## config.mk

```make
export PLATFORM = sky130hd
export DESIGN_NAME = writeback_stage
export DESIGN_NICKNAME = d
export VERILOG_FILES = /design/src/rtl/writeback_stage_pkg.sv /design/src/rtl/writeback_stage_wd_select_mux.sv /design/src/rtl/writeback_stage.sv
export SDC_FILE = /design/constraint.sdc
export NUM_CORES = 1
export LEC_CHECK = 0
export ABC_CLOCK_PERIOD_IN_PS = 6150
export CORE_UTILIZATION = 47
export DETAILED_ROUTE_END_ITERATION = 12
export DONT_BUFFER_PORTS = 1
export PLACE_DENSITY = 0.66
export SYNTH_ARGS = -nofsm -noshare
export SYNTH_HDL_FRONTEND = slang
export SYNTH_SLANG_ARGS = --single-unit
export TNS_END_PERCENT = 50
```

## constraint.sdc

```tcl
create_clock -name clk_i -period 6.15 [get_ports clk_i]
set_input_delay 0.9225 -clock clk_i [delete_from_list [all_inputs] [get_ports clk_i]]
set_output_delay 0.9225 -clock clk_i [all_outputs]
set_load 0.01 [all_outputs]
```

## src/rtl/writeback_stage_pkg.sv

```systemverilog
// Shared definitions for the write-back stage: write-data select encodings,
// the hardwired-zero register index and the FSM state type.
package writeback_stage_pkg;

    localparam logic [1:0] WDSEL_PC4 = 2'd0;
    localparam logic [1:0] WDSEL_ALU = 2'd1;
    localparam logic [1:0] WDSEL_MEM = 2'd2;

    localparam int REG_ZERO = 31;

    typedef enum logic {
        ST_IDLE     = 1'b0,
        ST_WAIT_MEM = 1'b1
    } wb_state_e;

endpackage

```

## src/rtl/writeback_stage_wd_select_mux.sv

```systemverilog
// Combinational 4:1 write-data select; both encodings 1 and 3 pick the ALU result.
module wd_select_mux
    import writeback_stage_pkg::*;
#(
    parameter int DATA_W = 32
) (
    input  logic [1:0]        wdsel_i,
    input  logic [DATA_W-1:0] pc4_i,
    input  logic [DATA_W-1:0] alu_i,
    input  logic [DATA_W-1:0] mem_rdata_i,
    output logic [DATA_W-1:0] wd_o
);

    always_comb begin
        wd_o = alu_i;
        case (wdsel_i)
            WDSEL_PC4: wd_o = pc4_i;
            WDSEL_MEM: wd_o = mem_rdata_i;
            default:   wd_o = alu_i;
        endcase
    end

endmodule

```

## src/rtl/writeback_stage.sv

```systemverilog
// Write-back stage: selects write data, waits for load data when needed and
// drives registered single-cycle register-file write pulses; counts retirements.
module writeback_stage
    import writeback_stage_pkg::*;
#(
    parameter int DATA_W = 32,
    parameter int REG_AW = 5
) (
    input  logic              clk_i,
    input  logic              rst_i,
    input  logic              valid_i,
    output logic              ready_o,
    input  logic [REG_AW-1:0] rc_i,
    input  logic              werf_i,
    input  logic [1:0]        wdsel_i,
    input  logic [DATA_W-1:0] pc4_i,
    input  logic [DATA_W-1:0] alu_i,
    input  logic              mem_rvalid_i,
    input  logic [DATA_W-1:0] mem_rdata_i,
    output logic [REG_AW-1:0] rc_o,
    output logic              werf_o,
    output logic [DATA_W-1:0] wd_o,
    output logic [31:0]       retired_o
);

    localparam logic [REG_AW-1:0] ZERO_IDX = REG_AW'(REG_ZERO);

    wb_state_e         r_state;
    wb_state_e         w_nextState;
    logic [REG_AW-1:0] r_loadRc;
    logic [REG_AW-1:0] r_rc;
    logic [DATA_W-1:0] r_wd;
    logic              r_werf;
    logic [31:0]       r_retired;

    logic [DATA_W-1:0] w_selData;
    logic              w_isLoad;
    logic              w_latchLoad;
    logic              w_retire;
    logic              w_wrReq;
    logic              w_wrEff;
    logic [REG_AW-1:0] w_wrIdx;
    logic [DATA_W-1:0] w_wrData;

    wd_select_mux #(
        .DATA_W (DATA_W)
    ) u_wd_select_mux (
        .wdsel_i     (wdsel_i),
        .pc4_i       (pc4_i),
        .alu_i       (alu_i),
        .mem_rdata_i (mem_rdata_i),
        .wd_o        (w_selData)
    );

    // Only writing loads wait; stores and non-linking branches retire at once.
    assign w_isLoad = werf_i && (wdsel_i == WDSEL_MEM);

    always_ff @(posedge clk_i) begin
        if (rst_i) begin
            r_state <= ST_IDLE;
        end else begin
            r_state <= w_nextState;
        end
    end

    always_comb begin
        w_nextState = r_state;
        ready_o     = 1'b0;
        w_latchLoad = 1'b0;
        w_retire    = 1'b0;
        w_wrReq     = 1'b0;
        w_wrIdx     = rc_i;
        w_wrData    = w_selData;
        case (r_state)
            ST_IDLE: begin
                ready_o = 1'b1;
                if (valid_i) begin
                    if (w_isLoad) begin
                        w_latchLoad = 1'b1;
                        w_nextState = ST_WAIT_MEM;
                    end else begin
                        w_retire = 1'b1;
                        w_wrReq  = werf_i;
                    end
                end
            end
            ST_WAIT_MEM: begin
                if (mem_rvalid_i) begin
                    w_retire    = 1'b1;
                    w_wrReq     = 1'b1;
                    w_wrIdx     = r_loadRc;
                    w_wrData    = mem_rdata_i;
                    w_nextState = ST_IDLE;
                end
            end
            default: w_nextState = ST_IDLE;
        endcase
    end

    // R31 reads as zero, so writes to it are suppressed but still retire.
    assign w_wrEff = w_wrReq && (w_wrIdx != ZERO_IDX);

    always_ff @(posedge clk_i) begin
        if (rst_i) begin
            r_loadRc  <= '0;
            r_rc      <= '0;
            r_wd      <= '0;
            r_werf    <= 1'b0;
            r_retired <= '0;
        end else begin
            r_werf <= w_wrEff;
            if (w_latchLoad) begin
                r_loadRc <= rc_i;
            end
            if (w_wrEff) begin
                r_rc <= w_wrIdx;
                r_wd <= w_wrData;
            end
            if (w_retire) begin
                r_retired <= r_retired + 32'd1;
            end
        end
    end

    assign rc_o      = r_rc;
    assign wd_o      = r_wd;
    assign werf_o    = r_werf;
    assign retired_o = r_retired;

endmodule

```

# Yosys cells after proc, flatten, opt, wreduce, memory -nomap -nowiden
# Cells that the tools add are included.
# classes
n_addsub	1
n_eq_ne	2
n_mux	18
bitwise	1
n_reduce_logical	3
# op_table
operator	count
32-bit 2-to-1 mux	2
32-bit case mux with 2 select lines	1
32-bit by 1-bit adder with 32-bit output, second input constant	1
1-bit 2-to-1 mux	10
5-bit 2-to-1 mux	2
1-bit case mux with 2 select lines	3
5-bit != test, second input constant	1
2-bit equality test, second input constant	1
1-bit logical AND	2
2-bit zero test	1
1-bit inverter	1
# word_totals
ff_bits	76
in_bits	108
out_inout_bits	71
wordCells	31

# Depth between registers and ports, before layout
# Gate-level depths: netlist (run 1).
# logic_depth
depth_word	6
depth_mapped	8
mapped_depth_nobuf	5

# Hierarchy
# Synthesis (run 1) repeated with hierarchy kept, for this count alone.
# hier_totals
cells_unflattened	514
hier_area_um2	4075.2
# by_module_without_submodules
module	n_inst	cells_per_inst	area_each_um2	seq_area_each_um2
writeback_stage	1	407	3360.7	1521.5
wd_select_mux	1	107	714.4	0.0

# Least setup slack after synthesis (run 1)
# Ideal clock, no wire load.
# synth_timing
kind	in2reg
startpoint	in wdsel_i[0]
endpoint	reg r_retired[30], in the netlist retired_o[30]
setup_ps	70
t_arrival_ps	2664
t_required_ps	6080
setup_slack_ps	3416
path_stages	7
path_buffers	2
path_cell_list	clkbuf_1 > nor4bb_1 > or4b_1 > clkbuf_1 > or3_1 > or3_1 > a21oi_1
# synth_via
elab_chain_cells	5
# synth_lines
item	line_no	text
from (decl)	writeback_stage.sv:15	input logic [1:0] wdsel_i,
2-bit equality test	writeback_stage.sv:56	assign w_isLoad = werf_i && (wdsel_i == WDSEL_MEM);
1-bit logical AND	writeback_stage.sv:56	
1-bit 2-to-1 mux	writeback_stage.sv:78	if (w_isLoad) begin
1-bit 2-to-1 mux	writeback_stage.sv:77	if (valid_i) begin
1-bit case mux with 2 select lines	writeback_stage.sv:74	case (r_state)
to (signal assigned)	writeback_stage.sv:120	r_retired <= r_retired + 32'd1;
to (decl)	writeback_stage.sv:34	logic [31:0] r_retired;
# No other way between the ends.
# A chain may end at the register's enable or synchronous reset.

# Final worst setup path (run 1)
# layout_timing
startpoint	in mem_rvalid_i
endpoint	reg r_wd[11], in the netlist wd_o[11]
# layout_via
elab_chain_cells	4
elab_cells_between_ends	8
cone_classes	1 x eq/ne; 6 x mux; 1 x reduce/logical
# layout_lines
item	line_no	text
from (decl)	writeback_stage.sv:18	input logic mem_rvalid_i,
5-bit 2-to-1 mux	writeback_stage.sv:88	if (mem_rvalid_i) begin
5-bit 2-to-1 mux	writeback_stage.sv:74	
5-bit != test	writeback_stage.sv:101	assign w_wrEff = w_wrReq && (w_wrIdx != ZERO_IDX);
1-bit logical AND	writeback_stage.sv:101	
to (signal assigned)	writeback_stage.sv:117	r_wd <= w_wrData;
to (decl)	writeback_stage.sv:32	logic [DATA_W-1:0] r_wd;
# Parallel ways exist; a longest one is shown, timed or not.

==> results_dict.tcl, run 1 <==
set metrics [dict create \
    avgViaCountPerCell 6.18 \
    gp_congestion 0.828 \
    die_y_um 93.4 \
    postSynthAreaPerCell_um2 7.87 \
    fmax_mhz 376 \
    crit_slowest_cell "and2_1" \
    synthSimpleGateAreaFrac_pct 29.6 \
    cts_setup_buffers 0 \
    synth-compound-area-share_pct 19.7 \
    holdBufCountCts 0 \
    wl_per_cell_um 18.3 \
    worst_slew_pin_slew_ps 1250 \
    startpoint "mem_rvalid_i" \
    cts-root-buf "clkbuf_8" \
    critPathArrivalTime_ps 2900 \
    clock_path_buffers 2 \
    drv_slew 0 \
    final_net_count 582 \
    grt_max_degree 77 \
    ys_seq_elements 76 \
    cap_violations 0 \
    final.period_utilization_pct 43.2 \
    hpwl_um 7050 \
    io-pin-count 179 \
    antenna_found_initial 0 \
    h-tree-depth 3 \
    rows 32 \
    postRouteWirelength_um 10600 \
    synth_fa_ha_area_share_pct 0.319 \
    grt_pass1_wl_um 16800 \
    synth.area.mux_share_pct 1.79 \
    status "finished, final reports clean" \
    area_growth_pct 5.29 \
    synth_xor_area_share_pct 5.36 \
    antenna_cells 0 \
    drc_errors 0 \
    syn_nets 608 \
    synth_most_common_cell "nor2_1" \
    cts_sinks 76 \
    slew_headroom_pct 16.9 \
    synth-edff-count 0 \
    cp_slowest_stage_delay_ps 1030 \
    ys_seq_area_share_pct 38.8 \
    grt_usage_pct 24.3 \
    yosysTopAreaCell "dfxtp_1" \
    n_fill_cell 749 \
    rsz0062_at_grt "no" \
    skew_ps 10.7 \
    leakagePower_nw 1.33 \
    cp.required_ps 6390 \
    setup_viol 0 \
    yosysWarnings 0 \
    finalPower_uw 987 \
    netlist_top_cells_count "nor2_1 (84), dfxtp_1 (76), nand2_1 (48), a21oi_1 (40), clkbuf_1 (37)" \
    coreArea_um2 7890 \
    insertion_delay_ps 340 \
    post_cts_resized 0 \
    overflow 0 \
    synth_cells 499 \
    cp_cell_sequence "nand2_1, buf_4, and2_1, a221oi_1, a211oi_1" \
    synth_top_family_by_area "simple AND/OR/NAND/NOR gates" \
    io_buffers 0 \
    yosysUniqueCellTypes 33 \
    synthFlopType "dfxtp_1" \
    fin_setup_tns_ps 0 \
    crit_path_start_kind "input port" \
    synth_area_leaders "dfxtp_1 (39%), nor2_1 (8.0%), a221oi_1 (7.1%)" \
    drive_gt1_share_pct 4.61 \
    yosysTopAreaCellShare_pct 38.8 \
    vias 3580 \
    async_flop_share_pct 0 \
    die_x_um 93.4 \
    dieArea_um2 8720 \
    r2r-start "r_state" \
    vdd_drop_max_uv 117 \
    p_per_area_nw_per_um2 239 \
    firstDrtPassIters 4 \
    drt_iter0_drc 168 \
    min-delay-start "r_loadRc[3]" \
    crit_type "input port to flip-flop" \
    endpoint_kind "flip-flop" \
    cp_max_fo 39 \
    grt_pass1_vias 3456 \
    drtAntennaViolNets 0 \
    clk_pin_slew_ps 70 \
    hold_viol 0 \
    layout_min_cycle_time_ps 2660 \
    cts_tree "built" \
    hp-class "flip-flop to flip-flop" \
    start_util_pct 49.8 \
    mappedNetlistArea_um2 3930 \
    cts_made_buffers 9 \
]
layout make-up:
cell class                 instances  area (um^2)  area share [%]
clock inverter                     3         21.3           0.515
inverter                           5         18.8           0.454
multi-input combinational        376         2240            54.2
sequential                        76         1520            36.8
clock buffer                      12          165            4.00
timing repair buffer               5         37.5           0.908
tap                              102          128            3.09
report_power, final:
group / internal [mW] / total (mW) / switching, mW / leakage [nW]
clock network: 0.178 / 0.362 / 0.184 / 0.0945
logic: 0.0421 / 0.0871 / 0.0450 / 0.619
registers: 0.513 / 0.538 / 0.0251 / 0.619
kinds of logic after synthesis:
kind of cell    after synthesis
simple gates                231
fa+ha+maj                     1
mux                           7
compound gates              113
flops                        76
buf+inv                      47
xor+xnor                     24
worst paths after layout:
| path | end | cells past startpoint | slack, ps |
|---|---|---|---|
| worst max register to register | wd_o[11] | 5 | 3680 |
| worst min register to register | rc_o[3] | 2 | 520 |
| worst max-delay path | wd_o[11] | 5 | 3490 |
| worst min-delay path | rc_o[3] | 2 | 520 |
critical path: cells and delay by family:
| family | cells | cell delay (ps) |
|---|---|---|
| AOI/OAI and AO/OA | 2 | 490 |
| buffers and inverters | 1 | 380 |
| and+or+nand+nor | 2 | 1070 |
cell usage in the layout (no fill, tap or decap):
cell type,instances
clkinv_2,1
and4_1,4
dfxtp_1,76
nor2_1,83
clkbuf_8,12
o21ai_4,1
nor4_1,10
nand3b_1,33
nand4_1,13
nand4b_1,1
mux2i_1,7
o31ai_1,2
or3_1,7
ha_1,1
nand3_1,11
o211ai_1,1
clkinvlp_4,1
or4b_1,1
inv_1,5
nand2b_1,1
nor4bb_1,1
nor2b_1,3
a211oi_1,32
nand2_1,48
a21oi_1,40
buf_4,5
xor2_1,13
nor3_1,5
nor2_2,1
xnor2_1,11
and3b_1,1
and3_1,4
a221oi_1,32
and2_1,2
clkinv_4,1
o21ai_0,5
or4_1,2
per-stage QoR:
step                worst slack (ps)  cells  utilization, %  instance area (um^2)  hold WS, ps
CTS                             3500    579            52.4                  4130          523
global route                    3250    579            52.4                  4130          549
floorplan                       3420    499               -                  3930          483
detailed placement              3140    564            50.0                  3950          510
global placement                3150    564            50.0                  3950          501
finish                          3490    579            52.4                  4130          517
routing by layer:
layer | up-vias | track usage, % | routed length (um)
met5 | - | 0 | 0
met4 | 0 | 10.1 | 224
met3 | 18 | 8.70 | 1090
met2 | 144 | 38.2 | 4930
met1 | 1649 | 29.9 | 4330
li1 | 1769 | - | -
sequential cells by signal, indices dropped and copies added, names as in the netlist:
| name | flops |
|---|---|
| r_loadRc | 5 |
| r_state | 1 |
| rc_o | 5 |
| retired_o | 32 |
| wd_o | 32 |
| werf_o | 1 |
No activity file was read; power rests on OpenSTA's default activity.
==> run 2: changes to the inputs <==
--- a/config.mk
+++ b/config.mk
@@ -5,7 +5,7 @@
 export SDC_FILE = /design/constraint.sdc
 export NUM_CORES = 1
 export LEC_CHECK = 0
-export ABC_CLOCK_PERIOD_IN_PS = 6150
+export ABC_CLOCK_PERIOD_IN_PS = 2800
 export CORE_UTILIZATION = 47
 export DETAILED_ROUTE_END_ITERATION = 12
 export DONT_BUFFER_PORTS = 1
==> constraint.sdc (replaced) <==
create_clock -name clk_i -period 2.8 [get_ports clk_i]
set_input_delay 0.42 -clock clk_i [delete_from_list [all_inputs] [get_ports clk_i]]
set_output_delay 0.42 -clock clk_i [all_outputs]
set_load 0.01 [all_outputs]
==> results_dict.tcl, run 2 (synthesis results as in run 1) <==
set metrics [dict create \
    p_switching_uw 542 \
    status "finished, final reports clean" \
    grt_pass1_wl_um 15600 \
    post_cts_resized 0 \
    layout.cells.non_filler 581 \
    firstDrtPassIters 4 \
    layout_commonest_cell "nor2_1" \
    drv_slew 0 \
    cp_slowest_stage_delay_ps 1050 \
    cp_cell_sequence "nand2_1, and2_1, a221oi_1, a211oi_1" \
    postRouteWirelength_um 10400 \
    reg2regPathDepth 4 \
    grt_usage_pct 22.9 \
    skew_ps 14.5 \
    cts_tree "built" \
    insertion_delay_ps 340 \
    worst-path-stages 4 \
    gp_congestion 0.818 \
    rsz0062_at_grt "no" \
    hold_depth 1 \
    cts-root-buf "clkbuf_8" \
    clk_pin_slew_ps 80 \
    area_growth_pct 6.63 \
    wl_per_cell_um 17.9 \
    drtAntennaViolNets 0 \
    grt_pass1_vias 3166 \
    cts_made_buffers 9 \
    dp_slack_ps 595 \
    vdd_drop_max_uv 271 \
    vias 3640 \
    layout_min_cycle_time_ps 2210 \
    final_util_pct 53.1 \
    path_delay_family "simple AND/OR/NAND/NOR gates" \
    hp-class "input port to flip-flop" \
    fin_setup_tns_ps 0 \
    final_net_count 584 \
    p_sw_share_pct 23.5 \
    r2r-start "r_state" \
    crit_buf_inv 0 \
    crit_type "flip-flop to flip-flop" \
    p_seq_share_pct 51.4 \
    crit_path_start_kind "flip-flop" \
    io-pin-count 179 \
    cp_max_fo 32 \
    r2r-end "wd_o[0]" \
    cap_violations 0 \
    dieArea_um2 8720 \
    p_per_area_nw_per_um2 551 \
    worst_slew_pin_slew_ps 1350 \
    final_cell_mix "nor2_1 (83), dfxtp_1 (76), nand2_1 (48), a21oi_1 (40), nand3b_1 (33)" \
    endpoint_kind "flip-flop" \
    die_y_um 93.4 \
    hold_viol 0 \
    rows 32 \
    setup_viol 0 \
    clockPowerShare_pct 40.2 \
    cp.required_ps 3040 \
    power_frac_comb_pct 8.4 \
    p_int_mw 1.76 \
    holdBufCountCts 0 \
    drt_iter0_drc 204 \
    r2r_slack_ps 590 \
    antenna_found_initial 0 \
    final.period_utilization_pct 79.0 \
    cts_setup_buffers 0 \
    n_fill_cell 757 \
    die_x_um 93.4 \
    coreArea_um2 7890 \
    avgViaCountPerCell 6.27 \
    grt_max_degree 77 \
    layout_setup_ws_ps 588 \
    cts_sinks 76 \
    crit_end "wd_o[0]" \
    leakagePower_nw 1.36 \
    overflow 0 \
    critPathArrivalTime_ps 2460 \
    startpoint "r_state" \
    dp_cells 566 \
    crit_slowest_cell "and2_1" \
    fmax_mhz 452 \
    io_buffers 0 \
    holdWs_ps 163 \
    drive_gt1_share_pct 5.01 \
    hpwl_um 7050 \
    antenna_cells 0 \
    start_util_pct 49.8 \
    clock_path_buffers 2 \
    slew_headroom_pct 10.2 \
    h-tree-depth 3 \
    drc_errors 0 \
]
run 2: changes by cell type in the layout (fill, tap and decap cells not counted):
cell,before,now
buf_4,5,7
bufinv_16,0,2
clkbuf_8,12,11
clkinv_4,1,0
run 2: final cells by class:
cell class | instances | area [um^2] | share of cell area, %
clock inverter | 4 | 72.6 | 1.73
timing repair buffer | 7 | 52.6 | 1.26
clock buffer | 11 | 151 | 3.62
tap | 102 | 128 | 3.05
multi-input combinational | 376 | 2240 | 53.5
inverter | 5 | 18.8 | 0.448
sequential | 76 | 1520 | 36.4
run 2: worst min-delay path by stage:
stage                           start          end
after floorplan           r_loadRc[4]  r_loadRc[4]
after global routing            rst_i      wd_o[7]
final                           rst_i     wd_o[24]
after global placement          rst_i     wd_o[12]
after detailed placement        rst_i     wd_o[12]
after CTS                       rst_i      wd_o[8]
run 2: power by group through the flow:
| stage | clock, mW | combinational, mW | sequential, mW |
|---|---|---|---|
| 2_1_floorplan | 0 | 0.195 | 1.20 |
| 4_1_cts | 0.961 | 0.196 | 1.18 |
| 3_3_place_gp | 0 | 0.190 | 1.21 |
| 6_report | 0.927 | 0.195 | 1.18 |
| 5_1_grt | 1.01 | 0.223 | 1.19 |
| 3_5_place_dp | 0 | 0.195 | 1.21 |
run 2: per-layer routing:
layer	GRT usage (%)	wire (um)
met1	28.0	4330
met2	37.7	5060
met3	9.35	974
met4	5.26	57
met5	0	0
run 2: per-stage QoR:
step                area, um^2  power (mW)
floorplan                 3930        1.39
global placement          3960        1.40
detailed placement        3960        1.41
CTS                       4190        2.34
global route              4190        2.42
finish                    4190        2.31
